<file path="src/rtl/ps2_key_controller.sv">
// PS/2 scan-code parser: turns keyboard_decoder bytes into W/A/S/D and arrow direction state
// and queues press/release events in a first-word-fall-through FIFO.
module ps2_key_controller #(
    parameter int FIFO_DEPTH     = 4,
    parameter int TIMEOUT_CYCLES = 1000000
) (
    input  logic       clk,
    input  logic       reset,
    input  logic [7:0] word,
    input  logic       read,
    input  logic       evt_pop,
    output logic [2:0] evt_data,
    output logic       evt_valid,
    output logic [3:0] held,
    output logic [1:0] dir,
    output logic       dir_valid,
    output logic       overflow
);

    localparam int AW = $clog2(FIFO_DEPTH);
    localparam int CW = AW + 1;
    localparam int TW = $clog2(TIMEOUT_CYCLES + 1);
    localparam logic [TW-1:0] TMO_LAST = TW'(TIMEOUT_CYCLES - 1);

    typedef enum logic [1:0] {S_IDLE, S_EXT, S_BRK, S_EXT_BRK} state_t;

    // {hit, dir[1:0]} decoders for the two key groups
    function automatic logic [2:0] f_wasd(input logic [7:0] b);
        case (b)
            8'h1D:   return 3'b100;
            8'h1C:   return 3'b101;
            8'h1B:   return 3'b110;
            8'h23:   return 3'b111;
            default: return 3'b000;
        endcase
    endfunction

    function automatic logic [2:0] f_arrow(input logic [7:0] b);
        case (b)
            8'h75:   return 3'b100;
            8'h6B:   return 3'b101;
            8'h72:   return 3'b110;
            8'h74:   return 3'b111;
            default: return 3'b000;
        endcase
    endfunction

    function automatic logic [1:0] f_lowest(input logic [3:0] m);
        if (m[0])      return 2'd0;
        else if (m[1]) return 2'd1;
        else if (m[2]) return 2'd2;
        else           return 2'd3;
    endfunction

    logic            r_read_s1, r_read_s2, r_read_d;
    logic            r_byte_vld;
    logic [7:0]      r_word;
    logic            w_accept;
    state_t          r_state, w_state_nxt;
    logic [TW-1:0]   r_tmo_cnt;
    logic            w_timeout;
    logic            w_make, w_brk;
    logic [1:0]      w_key;
    logic [2:0]      w_wasd, w_arrow;
    logic            w_do_make, w_do_brk, w_push, w_pop, w_wr, w_full, w_empty;
    logic [2:0]      w_push_data;
    logic [3:0]      w_held_rem;
    logic [3:0]      r_held;
    logic [1:0]      r_dir;
    logic            r_dir_valid, r_ovf;
    logic [2:0]      r_mem [FIFO_DEPTH];
    logic [AW-1:0]   r_wr_ptr, r_rd_ptr;
    logic [CW-1:0]   r_count;

    // Stage p0: synchronise read, detect its rising edge, capture the byte
    assign w_accept = r_read_s2 & ~r_read_d;

    always_ff @(posedge clk or posedge reset) begin
        if (reset) begin
            r_read_s1  <= 1'b0;
            r_read_s2  <= 1'b0;
            r_read_d   <= 1'b0;
            r_byte_vld <= 1'b0;
            r_word     <= 8'h00;
        end else begin
            r_read_s1  <= read;
            r_read_s2  <= r_read_s1;
            r_read_d   <= r_read_s2;
            r_byte_vld <= w_accept;
            if (w_accept)
                r_word <= word;
        end
    end

    // Stage p1: prefix FSM with abort timer
    assign w_timeout = (r_state != S_IDLE) && (r_tmo_cnt == TMO_LAST);
    assign w_wasd    = f_wasd(r_word);
    assign w_arrow   = f_arrow(r_word);

    always_ff @(posedge clk or posedge reset) begin
        if (reset) begin
            r_state   <= S_IDLE;
            r_tmo_cnt <= '0;
        end else begin
            r_state <= w_state_nxt;
            if (w_accept || r_state == S_IDLE || w_timeout)
                r_tmo_cnt <= '0;
            else
                r_tmo_cnt <= r_tmo_cnt + 1'b1;
        end
    end

    always_comb begin
        w_state_nxt = r_state;
        w_make      = 1'b0;
        w_brk       = 1'b0;
        w_key       = 2'd0;
        if (r_byte_vld) begin
            case (r_state)
                S_IDLE: begin
                    if (r_word == 8'hF0)      w_state_nxt = S_BRK;
                    else if (r_word == 8'hE0) w_state_nxt = S_EXT;
                    else if (w_wasd[2]) begin
                        w_make = 1'b1;
                        w_key  = w_wasd[1:0];
                    end
                end
                S_EXT: begin
                    if (r_word == 8'hF0)      w_state_nxt = S_EXT_BRK;
                    else if (r_word == 8'hE0) w_state_nxt = S_EXT;
                    else begin
                        w_state_nxt = S_IDLE;
                        w_make      = w_arrow[2];
                        w_key       = w_arrow[1:0];
                    end
                end
                S_BRK: begin
                    if (r_word == 8'hF0) w_state_nxt = S_BRK;
                    else begin
                        w_state_nxt = S_IDLE;
                        w_brk       = w_wasd[2];
                        w_key       = w_wasd[1:0];
                    end
                end
                default: begin
                    w_state_nxt = S_IDLE;
                    w_brk       = w_arrow[2];
                    w_key       = w_arrow[1:0];
                end
            endcase
        end else if (w_timeout) begin
            w_state_nxt = S_IDLE;
        end
    end

    // Stage p2: held/direction state and event FIFO
    assign w_do_make   = w_make & ~r_held[w_key];
    assign w_do_brk    = w_brk & r_held[w_key];
    assign w_push      = w_do_make | w_do_brk;
    assign w_push_data = {w_do_make, w_key};
    assign w_held_rem  = r_held & ~(4'b0001 << w_key);
    assign w_full      = (r_count == CW'(FIFO_DEPTH));
    assign w_empty     = (r_count == '0);
    assign w_pop       = evt_pop & ~w_empty;
    assign w_wr        = w_push & (~w_full | w_pop);

    always_ff @(posedge clk or posedge reset) begin
        if (reset) begin
            r_held      <= 4'b0000;
            r_dir       <= 2'd0;
            r_dir_valid <= 1'b0;
            r_ovf       <= 1'b0;
            r_wr_ptr    <= '0;
            r_rd_ptr    <= '0;
            r_count     <= '0;
        end else begin
            if (w_do_make) begin
                r_held[w_key] <= 1'b1;
                r_dir         <= w_key;
                r_dir_valid   <= 1'b1;
            end else if (w_do_brk) begin
                r_held <= w_held_rem;
                if (w_held_rem == 4'b0000)
                    r_dir_valid <= 1'b0;
                else if (w_key == r_dir)
                    r_dir <= f_lowest(w_held_rem);
            end
            if (w_push && w_full && !w_pop)
                r_ovf <= 1'b1;
            if (w_wr)
                r_wr_ptr <= r_wr_ptr + 1'b1;
            if (w_pop)
                r_rd_ptr <= r_rd_ptr + 1'b1;
            r_count <= r_count + CW'(w_wr) - CW'(w_pop);
        end
    end

    always_ff @(posedge clk) begin
        if (w_wr)
            r_mem[r_wr_ptr] <= w_push_data;
    end

    assign evt_data  = w_empty ? 3'b000 : r_mem[r_rd_ptr];
    assign evt_valid = ~w_empty;
    assign held      = r_held;
    assign dir       = r_dir;
    assign dir_valid = r_dir_valid;
    assign overflow  = r_ovf;

endmodule

</file>
<file path="config.mk">
export PLATFORM = sky130hd
export DESIGN_NAME = ps2_key_controller
export DESIGN_NICKNAME = d
export VERILOG_FILES = /design/src/rtl/ps2_key_controller.sv
export SDC_FILE = /design/constraint.sdc
export NUM_CORES = 1
export LEC_CHECK = 0
export BUFFER_PORTS_ARGS = -buffer_cell sky130_fd_sc_hd__buf_2
export CELL_PAD_IN_SITES_DETAIL_PLACEMENT = 1
export CELL_PAD_IN_SITES_GLOBAL_PLACEMENT = 2
export CORE_MARGIN = 2
export CORE_UTILIZATION = 24
export CTS_BUF_LIST = sky130_fd_sc_hd__clkbuf_16
export DETAILED_ROUTE_END_ITERATION = 8
export PLACE_DENSITY = 0.58
export SLEW_MARGIN = 10
export SYNTH_ARGS = -nofsm -noshare
export SYNTH_HDL_FRONTEND = slang
export SYNTH_SLANG_ARGS = --single-unit
</file>
<file path="constraint.sdc">
create_clock -name clk -period 6.11 [get_ports clk]
set_input_delay 0.3055 -clock clk [delete_from_list [all_inputs] [get_ports clk]]
set_output_delay 0.3055 -clock clk [all_outputs]
set_load 0.05 [all_outputs]
</file>
* After elaboration in Yosys (flattened, before gate mapping)
Memory sizes are Yosys's and may differ from the RTL's.
Index checks and enable logic that the tools add are counted.
** Cells by class
- $add $sub $neg :: 5
- $lt $le $gt $ge :: 2
- Equality and inequality tests :: 17
- Shift operators :: 1
- Mux-type cells :: 48
- Bitwise gates (word level) :: 14
- Reduce and logical (&&, ||, !) cells :: 19
** Operator list (number)
- 2-bit 2-to-1 mux :: 19
- 8-bit by 7-bit == test with 1-bit output (second input constant) :: 4
- 8-bit by 5-bit == test with 1-bit output (second input constant) :: 3
- 3-bit one-hot mux with 4 select lines :: 2
- 20-bit by 1-bit adder with 20-bit output (second input constant) :: 1
- 20-bit == test (second input constant) :: 1
- 20-bit 2-to-1 mux :: 1
- 1-bit 2-to-1 mux :: 17
- 8-bit == test (second input constant) :: 2
- 2-bit one-hot mux with 3 select lines :: 2
- 2-bit nonzero test :: 5
- 8-bit by 6-bit == test with 1-bit output (second input constant) :: 1
- 4-bit 2-to-1 mux :: 2
- 1-bit bitwise AND :: 5
- 2-bit by 1-bit adder with 2-bit output (second input constant) :: 2
- 4-bit bitwise AND :: 1
- 1-bit logical AND :: 4
- 4-bit zero test :: 1
- 4-bit by 2-bit != test with 1-bit output (second input constant) :: 1
- 1-bit inverter :: 4
- 4-bit inverter :: 1
- 4-bit OR :: 1
- 1-bit one-hot mux with 2 select lines :: 2
- 2-bit AND reduction :: 2
- other kinds (20) :: 22
** Word-level totals
- Register bits :: 49
- Bits in writable memories :: 12
- Input port bits :: 12
- Output and inout port bits :: 12
- Logic and storage cells :: 121
- Memories kept :: 1
** Memory list
- r_mem :: words 4, bits a word 3, rd ports 1, clocked after Yosys merged registers in 0, wr ports 1, line 71 : logic [2:0] r_mem [FIFO_DEPTH];

* Logic depth before layout (Yosys ltp)
- Depth after elaboration :: 17
- Gate-level depth with buffers :: 12

* Least setup slack after synthesis
Ideal clock, no wire load.
- Path kind :: reg2reg
- Start point :: register r_word[4]
- End point :: register r_count[2]
- Setup time :: 0.080 ns
- Data arrival time :: 2.838 ns
- Slack :: 3.192 ns
- Stages on the path, launching flop included :: 12
- Clock period less this slack :: 2.918 ns
- Cells stage by stage :: dfrtp_1 -> buf_6 -> or3b_4 -> a211o_1 -> a211oi_2 -> o21ai_2 -> a2111o_1 -> a21oi_4 -> ha_1 -> fa_1 -> xor2_1 -> xnor2_1
** On the way
- Cells in the longest elaborated chain, start to end :: 15
** Ends and longest elaborated chain
- from (decl) :: line 57 : logic [7:0] r_word;
- from (signal assigned) :: line 91 : r_word <= word;
- 8-bit by 6-bit == test with 1-bit output or 8-bit by 5-bit == test with 1-bit output (tied branches) :: line 29 : case (b)
- 3-bit one-hot mux with 4 select lines :: line 29
- 2-bit 2-to-1 mux :: line 123 : else if (w_wasd[2]) begin
- 2-bit 2-to-1 mux :: line 122 : else if (r_word == 8'hE0) w_state_nxt = S_EXT;
- 2-bit 2-to-1 mux :: line 121 : if (r_word == 8'hF0) w_state_nxt = S_BRK;
- 2-bit one-hot mux with 3 select lines :: line 119 : case (r_state)
- 2-bit 2-to-1 mux :: line 118 : if (r_byte_vld) begin
- 1-bit binary-select mux with 2-bit select :: line 157, 158
- 1-bit 2-to-1 mux (not written as such) :: line 157, 158
- 1-bit inverter :: line 157 : assign w_do_make = w_make & ~r_held[w_key];
- 1-bit bitwise AND :: line 157
- 1-bit OR (*) :: line 159 : assign w_push = w_do_make | w_do_brk;
- 1-bit bitwise AND (*) :: line 165 : assign w_wr = w_push & (~w_full | w_pop);
- named net w_wr :: line 65 : logic w_do_make, w_do_brk, w_push, w_pop, w_wr, w_full, w_empty;
- 3-bit by 1-bit adder with 3-bit output (*) :: line 194 : r_count <= r_count + CW'(w_wr) - CW'(w_pop);
- 3-bit by 1-bit subtractor with 3-bit output (*) :: line 194
- to (signal assigned) :: line 194
- to (decl) :: line 73 : logic [CW-1:0] r_count;
Mark *: on every way through the listed nets, which the timed path passes. The rest lies on a longest branch. The select of a mux whose other input is x is not followed.
A chain may end at the register's enable or synchronous reset.

* Worst setup path in the final report
- Start point :: register r_word[3]
- End point :: register r_count[2]
The elaborated chain is that of the path after synthesis.

==> results_dict.tcl <==
set metrics [dict create \
    die_area_um2 13900 \
    status "finished clean" \
    cts-root-buf "clkbuf_16" \
    netlist_instances 285 \
    grt_pass1_wl_um 12000 \
    synth_flop_cell "dfrtp_1" \
    hold_viol 0 \
    fin_skew_ns 0.00718 \
    row_count 41 \
    slew_headroom_pct 47.4 \
    vias 2203 \
    arrival_ns 3.53 \
    tightest_slew_ns 0.777 \
    cts_tree "done" \
    clkLatencyLatePin_ns 0.33 \
    drt_wl_total_um 7120 \
    io_buffers 23 \
    cts_made_buffers 9 \
    viasPerCell 4.51 \
    setup_viol_count_final 0 \
    die_w_um 118 \
    p_leak_uw 0.00151 \
    synth_edf_count 12 \
    synth_area_um2 3120 \
    ant_nets 0 \
    gp_congestion 0.757 \
    grt_pass1_vias 2280 \
    drt_first_pass_iters 4 \
    initial_core_util_pct 24.6 \
    grt-ovfl-total 0 \
    wl_per_cell_um 14.6 \
    multiInputGateArea_um2 1440 \
    hold_class "in2reg" \
    startpoint_type "flop" \
    grt_max_degree 50 \
    clkSinkCount 61 \
    r2r_start "r_word[3]" \
    path_clk_slew_ns 0.06 \
    grt_use_total_pct 11.2 \
    min_period_ns 3.28 \
    drive_gt1_share_pct 18.6 \
    drt_iter0_markers 104 \
    hold_start "read" \
    postCtsSetupBuffers 0 \
    synth.distinct_cells 60 \
    core_um2 12700 \
    drc_errors 0 \
    area_growth_pct 20.4 \
    maxCapViolCount 0 \
    async_flop_share_pct 80.3 \
    io_pins 24 \
    regArea_um2 1590 \
    syn-num-nets 305 \
    power_density_nw_per_um2 354 \
    ys_warn_count 0 \
    fillers 1448 \
    crit_fanout 9 \
    cts_buffer_depth 2 \
    die_y_um 118 \
    cp_data_required_time_ns 6.37 \
    rsz0062_at_grt "no" \
    ys_ff_latch 61 \
    end_kind "flop" \
    fin_crit_sh_pct 53.6 \
    fmax_mhz 305 \
    fin_setup_tns_ns 0 \
    ctsHoldBuffers 0 \
    grt_antenna_before_repair 0 \
    ir_drop_uv 150 \
    post_cts_resized 0 \
    cts_htree_levels 3 \
    layout.nets 332 \
    finalPower_uw 1330 \
    path_class "reg2reg" \
    dp_hpwl_um 5020 \
    avgSynthCellArea_um2 10.9 \
    num_antenna_cells 0 \
    slew_violations 0 \
    startpoint "r_word[3]" \
    yosysSeqAreaShare_pct 50.8 \
]
## layer usage
| layer | up-vias | wire length [um] | GRT usage (%) |
|---|---|---|---|
| met3 | 7 | 248 | 3.39 |
| met4 | 0 | 115 | 5.20 |
| li1 | 1074 | - | - |
| met2 | 42 | 3170 | 16.5 |
| met1 | 1080 | 3580 | 14.9 |
| met5 | - | 0 | 0 |
## power breakdown
group | switching [uW] | internal [uW]
Clock | 186 | 396
Sequential | 48.7 | 454
Combinational | 154 | 93.4
Total | 389 | 943
## cells by family after synthesis
kind of cell,Yosys count,share of synthesized area [%]
AND/OR/NAND/NOR,109,18.4
flip-flops,61,50.8
AO/OA/AOI/OAI,45,11.3
XOR/XNOR,26,7.30
buffers and inverters,24,3.17
multiplexers,12,5.53
adder cells (fa/ha/maj),8,3.45
## placed cells by master (no fill, tap or decap), drive strengths merged, types with 2 or more instances in the layout
master / n
o211ai: 3
nand2: 15
and2: 10
mux2: 9
ha: 7
nand2b: 5
nand3b: 5
a22o: 3
bufinv: 3
and3: 5
clkinvlp: 2
and4: 3
o32ai: 2
o21ai: 10
nor2: 33
dfrtp: 49
mux4: 3
clkinv: 2
xor2: 15
a21oi: 3
xnor2: 11
a31oi: 2
buf: 24
edfxtp: 12
o22ai: 2
o31ai: 2
a41oi: 2
nand3: 11
nor2b: 3
a211oi: 3
a22oi: 2
inv: 16
clkbuf: 9
nor3: 5
nor3b: 2
nand4: 3
or3: 3
## registers in the layout, summed over array words and instances (netlist names), named ones only
signal      count
r_read_s2       1
dir             2
r_byte_vld      1
dir_valid       1
r_state         2
r_rd_ptr        2
r_read_s1       1
r_word          8
r_mem          12
r_wr_ptr        2
r_tmo_cnt      20
r_count         3
overflow        1
r_read_d        1
## path summary, 6_finish.rpt
kind                       cells after the start         end  slack [ns]
setup / recovery                              10  r_count[2]        2.83
hold / removal                                 1   r_read_s1        0.08
setup reg to reg                              10  r_count[2]        2.83
hold reg to reg                                0   r_read_s2        0.35
max in group asynchronous                      3   r_word[0]        5.51
min in group asynchronous                      3  r_count[0]        0.16
## cell type report
class	instances	area share, %
timing repair buffer	24	3.26
tap	172	5.73
inverter	16	1.60
multi-input combinational	200	38.2
clock buffer	9	5.99
clock inverter	7	3.03
sequential	61	42.2
## worst max-delay path, stage by stage, from the launching register on
cell,delay (ns)
dfrtp_1,0.45
or3b_4,0.44
o32ai_1,0.23
a22o_1,0.38
nand4_1,0.15
a2111o_1,0.57
a21oi_4,0.27
ha_1,0.21
fa_1,0.18
xor2_1,0.18
xnor2_1,0.13
## synth_stat cells (5+ instances only)
| cell | n | area (um2) |
|---|---|---|
| clkbuf_1 | 6 | 22.5 |
| nand3b_1 | 5 | 37.5 |
| nand2b_1 | 5 | 31.3 |
| nand2_1 | 15 | 56.3 |
| and3_1 | 5 | 31.3 |
| nand3_1 | 11 | 55.1 |
| nor3_1 | 5 | 25.0 |
| mux2_2 | 8 | 90.1 |
| ha_1 | 7 | 87.6 |
| xor2_1 | 15 | 131 |
| dfrtp_1 | 49 | 1230 |
| o21ai_0 | 8 | 40.0 |
| xnor2_1 | 11 | 96.3 |
| inv_1 | 15 | 56.3 |
| edfxtp_1 | 12 | 360 |
| and2_1 | 9 | 56.3 |
| nor2_1 | 33 | 124 |
## stage by stage
stage | hold slack, ns | instances | util, % | instance area [um2] | setup slack [ns]
global route | 0.0667 | 489 | 29.7 | 3760 | 2.52
finish | 0.0822 | 489 | 29.7 | 3760 | 2.83
floorplan | 0.331 | 285 | - | 3120 | 3.19
detailed placement | 0.338 | 473 | 27.0 | 3420 | 2.83
CTS | 0.0596 | 489 | 29.7 | 3760 | 2.79
global placement | 0.335 | 473 | 27.0 | 3420 | 2.97
Power figures use the tool's default switching activity.
